`src/rtl/seq_multdiv.sv`:
```
// Iterative signed multiply/divide unit with start/busy/valid handshake, abort,
// divide-by-zero fast path and a remainder output.
module seq_multdiv #(
    parameter int WIDTH = 32
) (
    input  logic             clock,
    input  logic             reset,
    input  logic             start_mul,
    input  logic             start_div,
    input  logic             abort,
    input  logic [WIDTH-1:0] operand_a,
    input  logic [WIDTH-1:0] operand_b,
    output logic             busy,
    output logic             result_valid,
    output logic [WIDTH-1:0] result,
    output logic [WIDTH-1:0] remainder,
    output logic             exception
);

    typedef enum logic [1:0] {IDLE, MUL, DIV, DONE} state_t;

    localparam int CW = $clog2(WIDTH);
    localparam logic [CW-1:0] LAST = CW'(WIDTH - 1);

    state_t             state;
    logic [CW-1:0]      count;
    logic [WIDTH-1:0]   mag_op;
    logic [2*WIDTH-1:0] acc;
    logic               neg_res;
    logic               neg_rem;

    logic [WIDTH:0]     add_sum;
    logic [2*WIDTH-1:0] mul_next;
    logic [WIDTH:0]     sub_diff;
    logic [2*WIDTH-1:0] div_next;
    logic [2*WIDTH-1:0] prod_signed;
    logic               mul_ovf;
    logic [WIDTH-1:0]   quo_mag;
    logic [WIDTH-1:0]   rem_mag;
    logic [WIDTH-1:0]   quo_signed;
    logic [WIDTH-1:0]   rem_signed;
    logic               div_ovf;

    function automatic logic [WIDTH-1:0] magnitude(input logic [WIDTH-1:0] v);
        return v[WIDTH-1] ? -v : v;
    endfunction

    // acc holds {partial product, multiplier} for MUL and {remainder, quotient} for DIV
    always_comb begin
        add_sum     = {1'b0, acc[2*WIDTH-1:WIDTH]} + {1'b0, (acc[0] ? mag_op : {WIDTH{1'b0}})};
        mul_next    = {add_sum, acc[WIDTH-1:1]};
        sub_diff    = acc[2*WIDTH-1:WIDTH-1] - {1'b0, mag_op};
        div_next    = sub_diff[WIDTH] ? {acc[2*WIDTH-2:0], 1'b0}
                                      : {sub_diff[WIDTH-1:0], acc[WIDTH-2:0], 1'b1};
        prod_signed = neg_res ? -mul_next : mul_next;
        mul_ovf     = ~(&prod_signed[2*WIDTH-1:WIDTH-1]) & (|prod_signed[2*WIDTH-1:WIDTH-1]);
        quo_mag     = div_next[WIDTH-1:0];
        rem_mag     = div_next[2*WIDTH-1:WIDTH];
        quo_signed  = neg_res ? -quo_mag : quo_mag;
        rem_signed  = neg_rem ? -rem_mag : rem_mag;
        // only most-negative / -1 yields a positive quotient magnitude of 2^(WIDTH-1)
        div_ovf     = ~neg_res & quo_mag[WIDTH-1];
    end

    always_ff @(posedge clock or negedge reset) begin
        if (!reset) begin
            state        <= IDLE;
            count        <= '0;
            mag_op       <= '0;
            acc          <= '0;
            neg_res      <= 1'b0;
            neg_rem      <= 1'b0;
            busy         <= 1'b0;
            result_valid <= 1'b0;
            result       <= '0;
            remainder    <= '0;
            exception    <= 1'b0;
        end else if (abort) begin
            state        <= IDLE;
            busy         <= 1'b0;
            result_valid <= 1'b0;
        end else begin
            case (state)
                IDLE, DONE: begin
                    result_valid <= 1'b0;
                    count        <= '0;
                    if (start_mul) begin
                        state   <= MUL;
                        busy    <= 1'b1;
                        mag_op  <= magnitude(operand_a);
                        acc     <= {{WIDTH{1'b0}}, magnitude(operand_b)};
                        neg_res <= operand_a[WIDTH-1] ^ operand_b[WIDTH-1];
                        neg_rem <= 1'b0;
                    end else if (start_div && operand_b == '0) begin
                        state        <= DONE;
                        busy         <= 1'b0;
                        result_valid <= 1'b1;
                        result       <= '0;
                        remainder    <= '0;
                        exception    <= 1'b1;
                    end else if (start_div) begin
                        state   <= DIV;
                        busy    <= 1'b1;
                        mag_op  <= magnitude(operand_b);
                        acc     <= {{WIDTH{1'b0}}, magnitude(operand_a)};
                        neg_res <= operand_a[WIDTH-1] ^ operand_b[WIDTH-1];
                        neg_rem <= operand_a[WIDTH-1];
                    end else begin
                        state <= IDLE;
                        busy  <= 1'b0;
                    end
                end
                MUL: begin
                    acc   <= mul_next;
                    count <= count + 1'b1;
                    if (count == LAST) begin
                        state        <= DONE;
                        busy         <= 1'b0;
                        result_valid <= 1'b1;
                        result       <= prod_signed[WIDTH-1:0];
                        remainder    <= '0;
                        exception    <= mul_ovf;
                    end
                end
                DIV: begin
                    acc   <= div_next;
                    count <= count + 1'b1;
                    if (count == LAST) begin
                        state        <= DONE;
                        busy         <= 1'b0;
                        result_valid <= 1'b1;
                        result       <= quo_signed;
                        remainder    <= rem_signed;
                        exception    <= div_ovf;
                    end
                end
                default: begin
                    state <= IDLE;
                    busy  <= 1'b0;
                end
            endcase
        end
    end

endmodule
```
`config.mk`:
```
export PLATFORM = sky130hd
export DESIGN_NAME = seq_multdiv
export DESIGN_NICKNAME = d
export VERILOG_FILES = /design/src/rtl/seq_multdiv.sv
export SDC_FILE = /design/constraint.sdc
export NUM_CORES = 1
export LEC_CHECK = 0
export ABC_AREA = 1
export CAP_MARGIN = 20
export CORE_AREA = 2 2 176 221
export CTS_CLUSTER_DIAMETER = 200
export CTS_CLUSTER_SIZE = 12
export DETAILED_ROUTE_END_ITERATION = 8
export DIE_AREA = 0 0 178 223
export GPL_TIMING_DRIVEN = 1
export HOLD_SLACK_MARGIN = 0.05
export PLACE_DENSITY_LB_ADDON = 0.08
export SKIP_LAST_GASP = 1
export SLEW_MARGIN = 20
export SYNTH_ARGS = -nofsm -noshare
export SYNTH_HDL_FRONTEND = slang
export SYNTH_SLANG_ARGS = --single-unit
```
`constraint.sdc`:
```
create_clock -name clock -period 3.9 [get_ports clock]
set_input_delay 0.975 -clock clock [delete_from_list [all_inputs] [get_ports clock]]
set_output_delay 0.975 -clock clock [all_outputs]
set_load 0.03 [all_outputs]
```
# Word level (Yosys, flattened, before mapping)
# Index checks and enable logic that the tools add are counted.
# classes
reduce_logical	11
n_bitwise	6
n_addsub	8
n_mux	51
n_eq_ne	12
# op_table
op	n
$mux 32	14
$mux 64	5
$pmux 32 s3	2
$pmux 64 s3	1
$neg 32->32	4
$neg 64->64	1
$add 32x32->33	1
$reduce_and 33->1	1
$reduce_or 33->1	1
$sub 33x32->33	1
$logic_not 32->1	1
$mux 1	19
$mux 2	5
$ne 2x2->1 const B	5
$pmux 5 s2	1
$ne 3x3->1 const B	2
$add 5x1->5 const B	1
$eq 5x5->1 const B	1
$reduce_and 5->1	1
$eq 2x2->1 const B	2
$pmux 1 s2	2
$pmux 2 s2	1
$reduce_and 4->1	1
$reduce_or 2->1	2
other kinds (10)	13
# word_totals
register_bits	172
output_inout_bits	67
in_bits	69

# Depth between registers and ports, before layout
# Gate-level depths: netlist (run 1).
# depth
depth_word	9
depth_mapped	31

# Least setup slack after synthesis (run 1)
# OpenSTA, ideal clock, no wires.
# synth_path
path_kind	reg-to-reg
startpoint	register acc[0]
endpoint	register exception
t_arrival_ps	3387
setup_ps	123
path_slack_ps	390
stages_incl_launch_ff	29
t_required_ps	3777
cell_sequence	dfrtp_1 > clkbuf_1 > clkbuf_1 > nand2_1 > inv_1 > ha_1 > inv_1 > fa_1 > inv_1 > nand3_1 > nand2_1 > nand2_1 > nand2_1 > nand2_1 > nand3_1 > nand2_1 > nor2_1 > nand2_1 > nor2_1 > nor2_1 > or2_2 > nand2_1 > nand2_1 > nor2_1 > nand2_1 > nor2_1 > nand3_1 > nand3_1 > a21oi_1
# synth_via
elab_chain_len	9
elab_cells_between_ends	10
classes_between	2 x add/sub; 4 x mux; 2 x bitwise; 2 x reduce/logical
# synth_rtl
element	line_no	source
from (decl)	28	logic [2*WIDTH-1:0] acc;
from (signal assigned)	91	acc <= {{WIDTH{1'b0}}, magnitude(operand_b)};
from (signal assigned)	105	acc <= {{WIDTH{1'b0}}, magnitude(operand_a)};
from (signal assigned)	114	acc <= mul_next;
$mux 32 *	50	add_sum = {1'b0, acc[2*WIDTH-1:WIDTH]} + {1'b0, (acc[0] ? mag_op : {WIDTH{1'b0}})};
$add 32x32->33 *	50	
$neg 64->64	55	prod_signed = neg_res ? -mul_next : mul_next;
$mux 64 *	55	
$reduce_and 33->1	56	mul_ovf = ~(&prod_signed[2*WIDTH-1:WIDTH-1]) & (|prod_signed[2*WIDTH-1:WIDTH-1]);
$not 1->1	56	
$and 1x1->1 *	56	
$mux 1 *	116	if (count == LAST) begin
$pmux 1 s3 *	83	case (state)
to (signal assigned)	122	exception <= mul_ovf;
to (signal assigned)	134	exception <= div_ovf;
to (decl)	17	output logic exception
# Mark *: on every way between the ends. The rest lies on a longest branch, timed or not. The select of a mux whose other input is x is not followed.
# A chain may end at the register's enable or synchronous reset.

# Worst setup path after layout (run 1)
# layout_path
startpoint	register acc[54]
endpoint	register remainder[14]
# layout_via
elab_chain_len	6
# layout_rtl
element	line_no	source
$sub 33x32->33 *	52	sub_diff = acc[2*WIDTH-1:WIDTH-1] - {1'b0, mag_op};
$mux 64 *	53	div_next = sub_diff[WIDTH] ? {acc[2*WIDTH-2:0], 1'b0}
$neg 32->32	60	rem_signed = neg_rem ? -rem_mag : rem_mag;
$mux 32 *	60	
$mux 32 *	128	if (count == LAST) begin
$pmux 32 s3 *	83	
to (signal assigned)	133	remainder <= rem_signed;
to (decl)	16	output logic [WIDTH-1:0] remainder,
# Marks and branches as above.

==> results.ini, run 1 <==
[run_status]
status = completed

[clocking]
cts_tree = built
clk_pin_slew_worst_paths_ns = 0.09
cts_root_buf = clkbuf_16
h-tree-depth = 4
clock_latency_ns = 0.48
cts_buffers = 17
cts.sinks = 172
cts_hold_buf = 0
clockBufferDepth = 2

[drt]
drcViolationCount = 0
drt-total-wl_um = 80900
wire_per_inst_um = 20.3
drt_iter0_drc = 2048
first_pass_iters = 7
drtAntennaViolNets = 0
via_count = 23000
viasPerCell = 5.78

[sta]
fin_crit_ns = 3.72
period_share_pct = 95.3
relSlewSlack_pct = 50.2
fmax_ghz = 0.269
drv_slew = 0
holdWs_ns = 0.456
setup_viol = 0
clock_skew_ns = 0.0282
worst_pin_slew_ns = 0.746
rsz0062_at_grt = true
finalHoldViolations = 0

[synthesis]
synth_cell_types = 58
ys_seq_elements = 172
synth-edff-count = 0
syn_area_um2 = 18900
synth_area_leaders = dfrtp_1 (23%), nand2_1 (20%), inv_1 (8.5%), nor2_1 (6.2%), o21ai_0 (5.6%)
yosysTopAreaCell = dfrtp_1
synth_top_area_share_pct = 22.7
ys_dominant_reg_cell = dfrtp_1
yosysWarnings = 0
ys_async_sr_fraction_pct = 100
synth_nets = 3303
synth_seq_area_share_pct = 22.7
synth_area_per_cell_um2 = 5.99
syn_inst = 3159

[worst_setup_path]
path_class = register to register
required_ns = 4.27
reg2reg_from = acc[54]$_DFFE_PN0P_
startpoint = acc[54]$_DFFE_PN0P_
cp-start-kind = register
worst_setup_path_end_kind = register
arrival_ns = 4.08
crit_path_max_fanout = 14

[global_route]
grt_use_met1_pct = 44.2
grt_start_max_net_pins = 81
use_met3_pct = 5.69
grt-ovfl-total = 0
grt_pass1_vias = 22200
grt_busiest_layer = met2
antenna_found_initial = 0
use_met2_pct = 69.0
grt_use_total_pct = 40.9
grt_pass1_wl_um = 123000

[floorplan]
core_region_area_um2 = 37700
dieArea_um2 = 39700
start_util_pct = 50.2
num_io_pins = 136
die_w_um = 178
fp.dieH_um = 223
rows = 80

[final_layout]
layout-drive-gt1-share_pct = 14.8
nets = 3621
area_growth_pct = 24.2
utilization_pct = 62.3
final_area_um2 = 23500
final_cells = 3983

[placement]
dp_hpwl_um = 65700
dp.cells = 3936
gp_congestion = 1.04
placedInstanceArea_um2 = 22400
port_buffers = 135

[power_and_ir_drop]
power_density_nw_per_um2 = 1000
power_mw = 23.6
p_leak_nw = 12.2
vdd_ir_drop_max_mv = 0.667

[flow_run]
cap_violations = 0

[min_path]
holdCritPathClass = input pin to async pin

through the flow:
| step | setup slack, ns | TNS [ns] |
|---|---|---|
| after floorplan | 0.390 | 0 |
| after global placement | -0.188 | -7.82 |
| after detailed placement | -0.290 | -17.12 |
| after CTS | -0.0408 | -0.0408 |
| after global routing | -0.0874 | -0.315 |
| final | 0.182 | 0 |
cells by family after synthesis:
family / after synthesis / share of synthesized area, %
adder cells (fa/ha/maj): 75 / 5.04
buffers and inverters: 545 / 11.2
AND/OR/NAND/NOR: 1683 / 37.8
flip-flops: 172 / 22.7
XOR/XNOR: 97 / 4.49
AO/OA/AOI/OAI: 587 / 18.7
where the power goes:
group | internal, mW | total, mW | switching [mW] | leakage (nW)
logic | 6.47 | 18.5 | 12.0 | 9.65
registers | 2.50 | 3.26 | 0.760 | 2.26
clock network | 0.864 | 1.80 | 0.937 | 0.286
repair_timing:
item                       4_1_cts  5_1_grt
setup endpoints to repair        2       39
cloned                           0        0
gates resized for setup          3      118
pin swaps                        0       10
buffers inserted                 0       14
layout make-up:
cell class	instances	area, um2
well taps	492	616
fillers	3661	14200
multi-input cells	2442	12900
clock buffers	17	425
clock inverters	15	178
inverters	445	1670
repair buffers	399	3420
flip-flops and latches	172	4310
diodes	1	2.50
synth_stat cells, types with 13 or more instances:
cell        n
nand2_4    19
ha_1       73
nor2_1    311
o21ai_0   210
nand3_1   184
o211ai_1   28
o21ai_2    15
a21oi_1   134
nand3b_1   13
xor2_1     60
xnor2_1    37
o21ai_1    24
nand2_2    36
nand4_1    32
a22o_1     35
inv_1     431
nand2_1   994
nor3_1     47
clkbuf_1   83
o22ai_1    73
dfrtp_1   172
sequential cells by signal, summed over array words and instances, names as in the netlist:
register      cells
state             2
neg_rem           1
mag_op           32
count             5
busy              1
remainder        32
result           32
exception         1
neg_res           1
result_valid      1
acc              64
routing by layer:
metal / wire (um) / up-vias
li1: - / 10900
met5: 0 / -
met4: 8850 / 0
met3: 5170 / 383
met2: 38700 / 1132
met1: 28200 / 10600
worst paths after layout:
check	cells past startpoint	to	slack [ns]
setup / recovery	19	remainder[14]$_DFFE_PN0P_	0.18
hold / removal	1	mag_op[25]$_DFFE_PN0P_	0.46
setup reg to reg	19	remainder[14]$_DFFE_PN0P_	0.18
hold reg to reg	1	result[27]$_DFFE_PN0P_	0.48
max in group asynchronous	2	result[6]$_DFFE_PN0P_	2.58
min in group clock	1	result[27]$_DFFE_PN0P_	0.48
cells in the final DEF (no fill, tap or decap), types with 9 or more instances in the layout:
cell type,count
nand2_1,957
inv_1,427
nor2_1,277
buf_4,255
o21ai_0,205
nand3_1,176
dfrtp_1,169
clkdlybuf4s50_1,134
a21oi_1,130
o22ai_1,73
nand2_2,69
ha_1,66
xor2_1,59
nor3_1,44
xnor2_1,37
nor2_2,35
a22o_1,35
nand4_1,32
o21ai_1,28
o211ai_1,28
nand2_4,22
clkbuf_16,17
o21ai_2,15
nand3_2,14
nand3b_1,13
inv_2,12
nor2_4,12
o31ai_1,9
worst max-delay path: stages, from the launching register on:
cell and delay (ns):
dfrtp_1 0.51, ha_1 0.41, a21oi_1 0.23, o21ai_0 0.17
a21oi_1 0.24, nor2_1 0.08, nor2_2 0.24, nand2_4 0.09
nand2_2 0.11, nand2_8 0.12, o21ai_2 0.26, inv_1 0.09
ha_1 0.22, nand3_2 0.11, inv_2 0.05, nand3_2 0.12
nand2_1 0.10, o21ai_1 0.12, xor2_1 0.25, o21ai_1 0.09
Note: power is estimated with default switching activity, not from simulation.
==> inputs of run 2 (changes only) <==
==> constraint.sdc (replaced) <==
create_clock -name clock -period 3.9 [get_ports clock]
set_input_delay 0.585 -clock clock [delete_from_list [all_inputs] [get_ports clock]]
set_output_delay 0.585 -clock clock [all_outputs]
set_load 0.03 [all_outputs]
==> results.ini, run 2 (synthesis results as in run 1) <==
[placement]
dp.cells = 3910
place_ws_ns = -0.164
gp_congestion = 1.02
dp_hpwl_um = 66700
port_buffers = 135

[global_route]
grt_use_met1_pct = 43.6
use_met3_pct = 6.31
antenna_found_initial = 1
grt-ovfl-total = 0
grt_pass1_vias = 22700
grt_use_total_pct = 41.9
grt_start_max_net_pins = 85
grt_pass1_wl_um = 126000
grt_busiest_layer = met2
use_met2_pct = 70.8

[flow_run]
cap_violations = 0

[clocking]
cts.sinks = 172
h-tree-depth = 4
clockBufferDepth = 2
cts_root_buf = clkbuf_16
clk_pin_slew_worst_paths_ns = 0.08
cts_tree = built
cts_buffers = 17
cts_hold_buf = 0
clock_latency_ns = 0.47

[worst_setup_path]
arrival_ns = 4.09
crit_path_max_fanout = 18
worst_setup_path_end_kind = register
required_ns = 4.24
r2r_slack_ns = 0.15
cp-start-kind = register
path_class = register to register

[floorplan]
fp.dieH_um = 223
rows = 80
dieArea_um2 = 39700
die_w_um = 178
core_region_area_um2 = 37700
num_io_pins = 136
start_util_pct = 50.2

[drt]
drcViolationCount = 0
drt-total-wl_um = 83200
drtAntennaViolNets = 0
first_pass_iters = 6
via_count = 23200
wire_per_inst_um = 21.1
drt_iter0_drc = 2390
viasPerCell = 5.88

[sta]
relSlewSlack_pct = 45.6
finalHoldViolations = 0
drv_slew = 0
clock_skew_ns = 0.0148
setup_viol = 0
setup_slack_ns = 0.152
worst_pin_slew_ns = 0.816
fmax_ghz = 0.267
period_share_pct = 96.1
rsz0062_at_grt = true
fin_crit_ns = 3.75

[final_layout]
final_cells = 3946
mostFrequentLayoutCells = nand2_1 (946), inv_1 (425), nor2_1 (276)
antenna_cells = 0
layout-drive-gt1-share_pct = 14.7
area_growth_pct = 23.7
largest_reg_flops = 64
final_common_cell = nand2_1
nets = 3585
n_fill_cell = 3628
utilization_pct = 62.0
largest_register = acc

[power_and_ir_drop]
vdd_ir_drop_max_mv = 0.628
p_leak_nw = 12.0
p_switching_mw = 14.0
p_int_mw = 9.74
p_seq_share_pct = 13.8
pwr-share-clk_pct = 7.3
power_density_nw_per_um2 = 1010
sw_frac_of_total_pct = 58.9
pwr-share-comb_pct = 78.9

[run_status]
status = completed

[min_path]
holdCritPathClass = input pin to async pin

## run 2: cell type report
| type | count | area [um2] | share of cell area (%) |
|---|---|---|---|
| sequential | 172 | 4310 | 18.4 |
| inverter | 445 | 1670 | 7.13 |
| clock inverter | 14 | 150 | 0.641 |
| tap | 492 | 616 | 2.63 |
| multi-input combinational | 2442 | 13000 | 55.6 |
| clock buffer | 18 | 429 | 1.83 |
| timing repair buffer | 363 | 3210 | 13.7 |
## run 2: path summary, 6_finish.rpt
| kind | from | to | cells after the start |
|---|---|---|---|
| worst max-delay path | acc[0]$_DFFE_PN0P_ | exception$_DFFE_PN0P_ | 27 |
| worst min-delay path | reset | acc[61]$_DFFE_PN0P_ | 1 |
| worst max register to register | acc[0]$_DFFE_PN0P_ | exception$_DFFE_PN0P_ | 27 |
| worst min register to register | result[22]$_DFFE_PN0P_ | result[22]$_DFFE_PN0P_ | 2 |
| max in group asynchronous | reset | remainder[17]$_DFFE_PN0P_ | 2 |
| min in group clock | result[22]$_DFFE_PN0P_ | result[22]$_DFFE_PN0P_ | 2 |
## run 2: worst max-delay path, cell delays in order (launching register included)
cell and delay [ns]:
dfrtp_2 0.45, buf_12 0.16, nand2_1 0.08, inv_1 0.04, ha_1 0.32, nand2_1 0.09
nand2_1 0.07, inv_1 0.10, nand2_2 0.11, nand2_1 0.14, nand2_4 0.10, nand2_1 0.10
nand2_2 0.10, nor2_2 0.18, buf_4 0.14, nand3_1 0.19, nor2_4 0.19, nand3_1 0.10
nor2_1 0.12, nand2_1 0.09, nand2_1 0.06, nand2_1 0.05, nand2_1 0.08, nand3_1 0.07
nor2_1 0.18, nand3_2 0.12, nand3_2 0.11, a21oi_1 0.08
## run 2: metrics by stage
stage | TNS [ns] | total power, mW | hold slack, ns | instance area, um2
floorplan | 0 | 14.3 | 0.289 | 18900
global placement | -1.08 | 20.4 | 0.460 | 22300
detailed placement | -2.83 | 20.8 | 0.469 | 22300
CTS | 0 | 22.6 | 0.198 | 22900
global route | -0.0805 | 25.2 | 0.227 | 23400
finish | 0 | 23.7 | 0.156 | 23400
## run 2: power by group through the flow
| stage | registers [mW] | logic, mW | clock network [mW] |
|---|---|---|---|
| 6_report | 3.27 | 18.7 | 1.74 |
| 5_1_grt | 3.32 | 20.1 | 1.81 |
| 4_1_cts | 3.22 | 17.6 | 1.74 |
| 3_5_place_dp | 3.25 | 17.5 | 0 |
| 3_3_place_gp | 3.23 | 17.2 | 0 |
| 2_1_floorplan | 3.54 | 10.8 | 0 |
## run 2: what timing repair did
| item | 4_1_cts | 5_1_grt |
|---|---|---|
| gates resized for setup | 1 | 150 |
| pin swaps | 0 | 17 |
| setup buffers | 0 | 4 |
| endpoints found under the setup margin | 1 | 14 |
## run 2: per-layer routing
| metal | share of wire, % | vias up |
|---|---|---|
| met3 | 6.2 | 437 |
| li1 | - | 10800 |
| met1 | 34 | 10800 |
| met5 | 0.016 | - |
| met2 | 48 | 1205 |
| met4 | 11 | 2 |
==> inputs of run 3 (changes only) <==
- CELL_PAD_IN_SITES_DETAIL_PLACEMENT: default -> 0
- CELL_PAD_IN_SITES_GLOBAL_PLACEMENT: default -> 1
- CORE_AREA: 2 2 176 221 -> 2 2 191 240
- DIE_AREA: 0 0 178 223 -> 0 0 193 242
==> results.ini, run 3 (synthesis results as in run 1) <==
[floorplan]
rows = 87
fp.dieH_um = 242
die_w_um = 193
dieArea_um2 = 46700
core_region_area_um2 = 44600
start_util_pct = 42.4
num_io_pins = 136

[drt]
drt_iter0_drc = 1746
wire_per_inst_um = 20.8
via_count = 22100
drt-total-wl_um = 83600
first_pass_iters = 5
drcViolationCount = 0
viasPerCell = 5.50
drtAntennaViolNets = 0

[clocking]
cts_root_buf = clkbuf_16
clockBufferDepth = 2
clock_latency_ns = 0.48
h-tree-depth = 4
cts_tree = built
cts.sinks = 172
clk_pin_slew_worst_paths_ns = 0.09
cts_buffers = 17
cts_hold_buf = 0

[final_layout]
final_common_cell = nand2_1
multiInputGateArea_um2 = 12800
utilization_pct = 52.1
regArea_um2 = 4310
nets = 3574
layout-drive-gt1-share_pct = 12.7
mostFrequentLayoutCells = nand2_1 (974), inv_1 (428), nor2_1 (282)
final_area_um2 = 23200
n_fill_cell = 4719
largest_register = acc
antenna_cells = 0
largest_reg_flops = 64
area_growth_pct = 22.8

[worst_setup_path]
crit_path_max_fanout = 6
slowest_stage = dfrtp_1
required_ns = 4.28
worst_setup_path_end_kind = register
cp-start-kind = register
startpoint = mag_op[2]$_DFFE_PN0P_
path_class = register to register
max_stage_delay_ns = 0.43
r2r_slack_ns = 0.20
r2r_cells = 19
arrival_ns = 4.08
cp_cell_sequence = inv_1 > ha_1 > a21oi_1 > nand2_1 > a21boi_0 > inv_1 > nand3_1 > nand4_1 > a31oi_1 > xor2_1 > nand2_1 > nand2_2 > inv_1 > nor2_1 > nand3_1 > nand2_1 > nand2_1 > nand3_1 > nand2_1
cp_common_cell = nand2_1
regToRegEndpoint = remainder[30]$_DFFE_PN0P_
reg2reg_from = mag_op[2]$_DFFE_PN0P_
crit_end = remainder[30]$_DFFE_PN0P_

[placement]
dp_hpwl_um = 68300
port_buffers = 135
gp_congestion = 1.02
placedInstanceArea_um2 = 22400
place_ws_ns = -0.208

[power_and_ir_drop]
sw_frac_of_total_pct = 58.2
p_switching_mw = 13.6
pwr-share-clk_pct = 7.5
p_leak_nw = 12.0
vdd_ir_drop_max_mv = 0.591
p_int_mw = 9.77
p_seq_share_pct = 13.9
power_density_nw_per_um2 = 1000
pwr-share-comb_pct = 78.6

[global_route]
grt_use_total_pct = 36.0
grt_pass1_vias = 22000
grt-ovfl-total = 0
grt_use_met1_pct = 39.8
grt_pass1_wl_um = 126000
use_met2_pct = 62.2
grt_busiest_layer = met2
antenna_found_initial = 0
grt_start_max_net_pins = 95
use_met3_pct = 3.69

[flow_run]
cap_violations = 0

[sta]
period_share_pct = 94.9
fin_crit_ns = 3.70
clock_skew_ns = 0.0207
rsz0062_at_grt = true
worst_pin_slew_ns = 0.922
drv_slew = 0
relSlewSlack_pct = 38.5
setup_slack_ns = 0.199
fmax_ghz = 0.270
finalHoldViolations = 0
setup_viol = 0

[min_path]
holdCritPathClass = input pin to async pin

[run_status]
status = completed

==> run 3: cell types whose count changed in the layout (fill, tap and decap cells not counted), sizes merged <==
cell / change
clkinv: -1
clkbuf: +1
bufinv: +1
clkinvlp: +1
buf: -12
inv: -2
==> run 3: power by group through the flow <==
stage | clock [mW] | sequential, mW | combinational [mW]
2_1_floorplan | 0 | 3.54 | 10.8
6_report | 1.74 | 3.25 | 18.4
4_1_cts | 1.77 | 3.22 | 17.9
5_1_grt | 1.82 | 3.30 | 20.0
3_5_place_dp | 0 | 3.24 | 17.8
3_3_place_gp | 0 | 3.24 | 17.6
==> run 3: layout make-up <==
type,count,share of cell area (%)
flip-flops and latches,172,18.5
repair buffers,352,13.8
clock buffers,18,1.85
clock inverters,13,0.570
multi-input cells,2442,55.0
inverters,445,7.18
well taps,578,3.11
==> run 3: timing repair <==
action / in CTS / in global routing
gates resized for setup: 6 / 73
buffers inserted: 0 / 2
pin swaps: 0 / 3
endpoints found under the setup margin: 1 / 14
==> run 3: worst min path at each step <==
| stage | depth (start not counted) | endpoint | slack, ns | from |
|---|---|---|---|---|
| global placement | 2 | remainder[30]$_DFFE_PN0P_ | 0.46 | remainder[30]$_DFFE_PN0P_ |
| detailed placement | 2 | remainder[29]$_DFFE_PN0P_ | 0.47 | remainder[29]$_DFFE_PN0P_ |
| global route | 1 | acc[55]$_DFFE_PN0P_ | 0.25 | reset |
| floorplan | 0 | acc[0]$_DFFE_PN0P_ | 0.29 | reset |
| finish | 1 | acc[55]$_DFFE_PN0P_ | 0.17 | reset |
| CTS | 1 | acc[55]$_DFFE_PN0P_ | 0.24 | reset |
==> run 3: stage by stage <==
step | setup TNS, ns | cells | power (mW) | hold slack [ns]
floorplan | 0 | 3159 | 14.3 | 0.289
global placement | -0.0929 | 3987 | 20.9 | 0.464
detailed placement | -0.208 | 3987 | 21.0 | 0.469
CTS | 0 | 4018 | 22.8 | 0.242
global route | -0.0583 | 4020 | 25.1 | 0.249
finish | 0 | 4020 | 23.4 | 0.173
==> run 3: worst max-delay path: cells and delay by family (launching register included) <==
kind                     cells  cell delay (ns)
AO/OA/AOI/OAI                3             0.91
XOR/XNOR                     1             0.21
adder cells (fa/ha/maj)      1             0.40
buffers and inverters        3             0.34
flip-flops                   1             0.43
AND/OR/NAND/NOR             11             1.32
==> run 3: per-layer routing <==
layer | up-vias | share of wire [%] | routed length (um)
met5 | - | 0 | 0
met4 | 0 | 9.5 | 7920
met3 | 268 | 4.4 | 3660
met2 | 788 | 48 | 40400
met1 | 10300 | 38 | 31600
li1 | 10800 | - | -
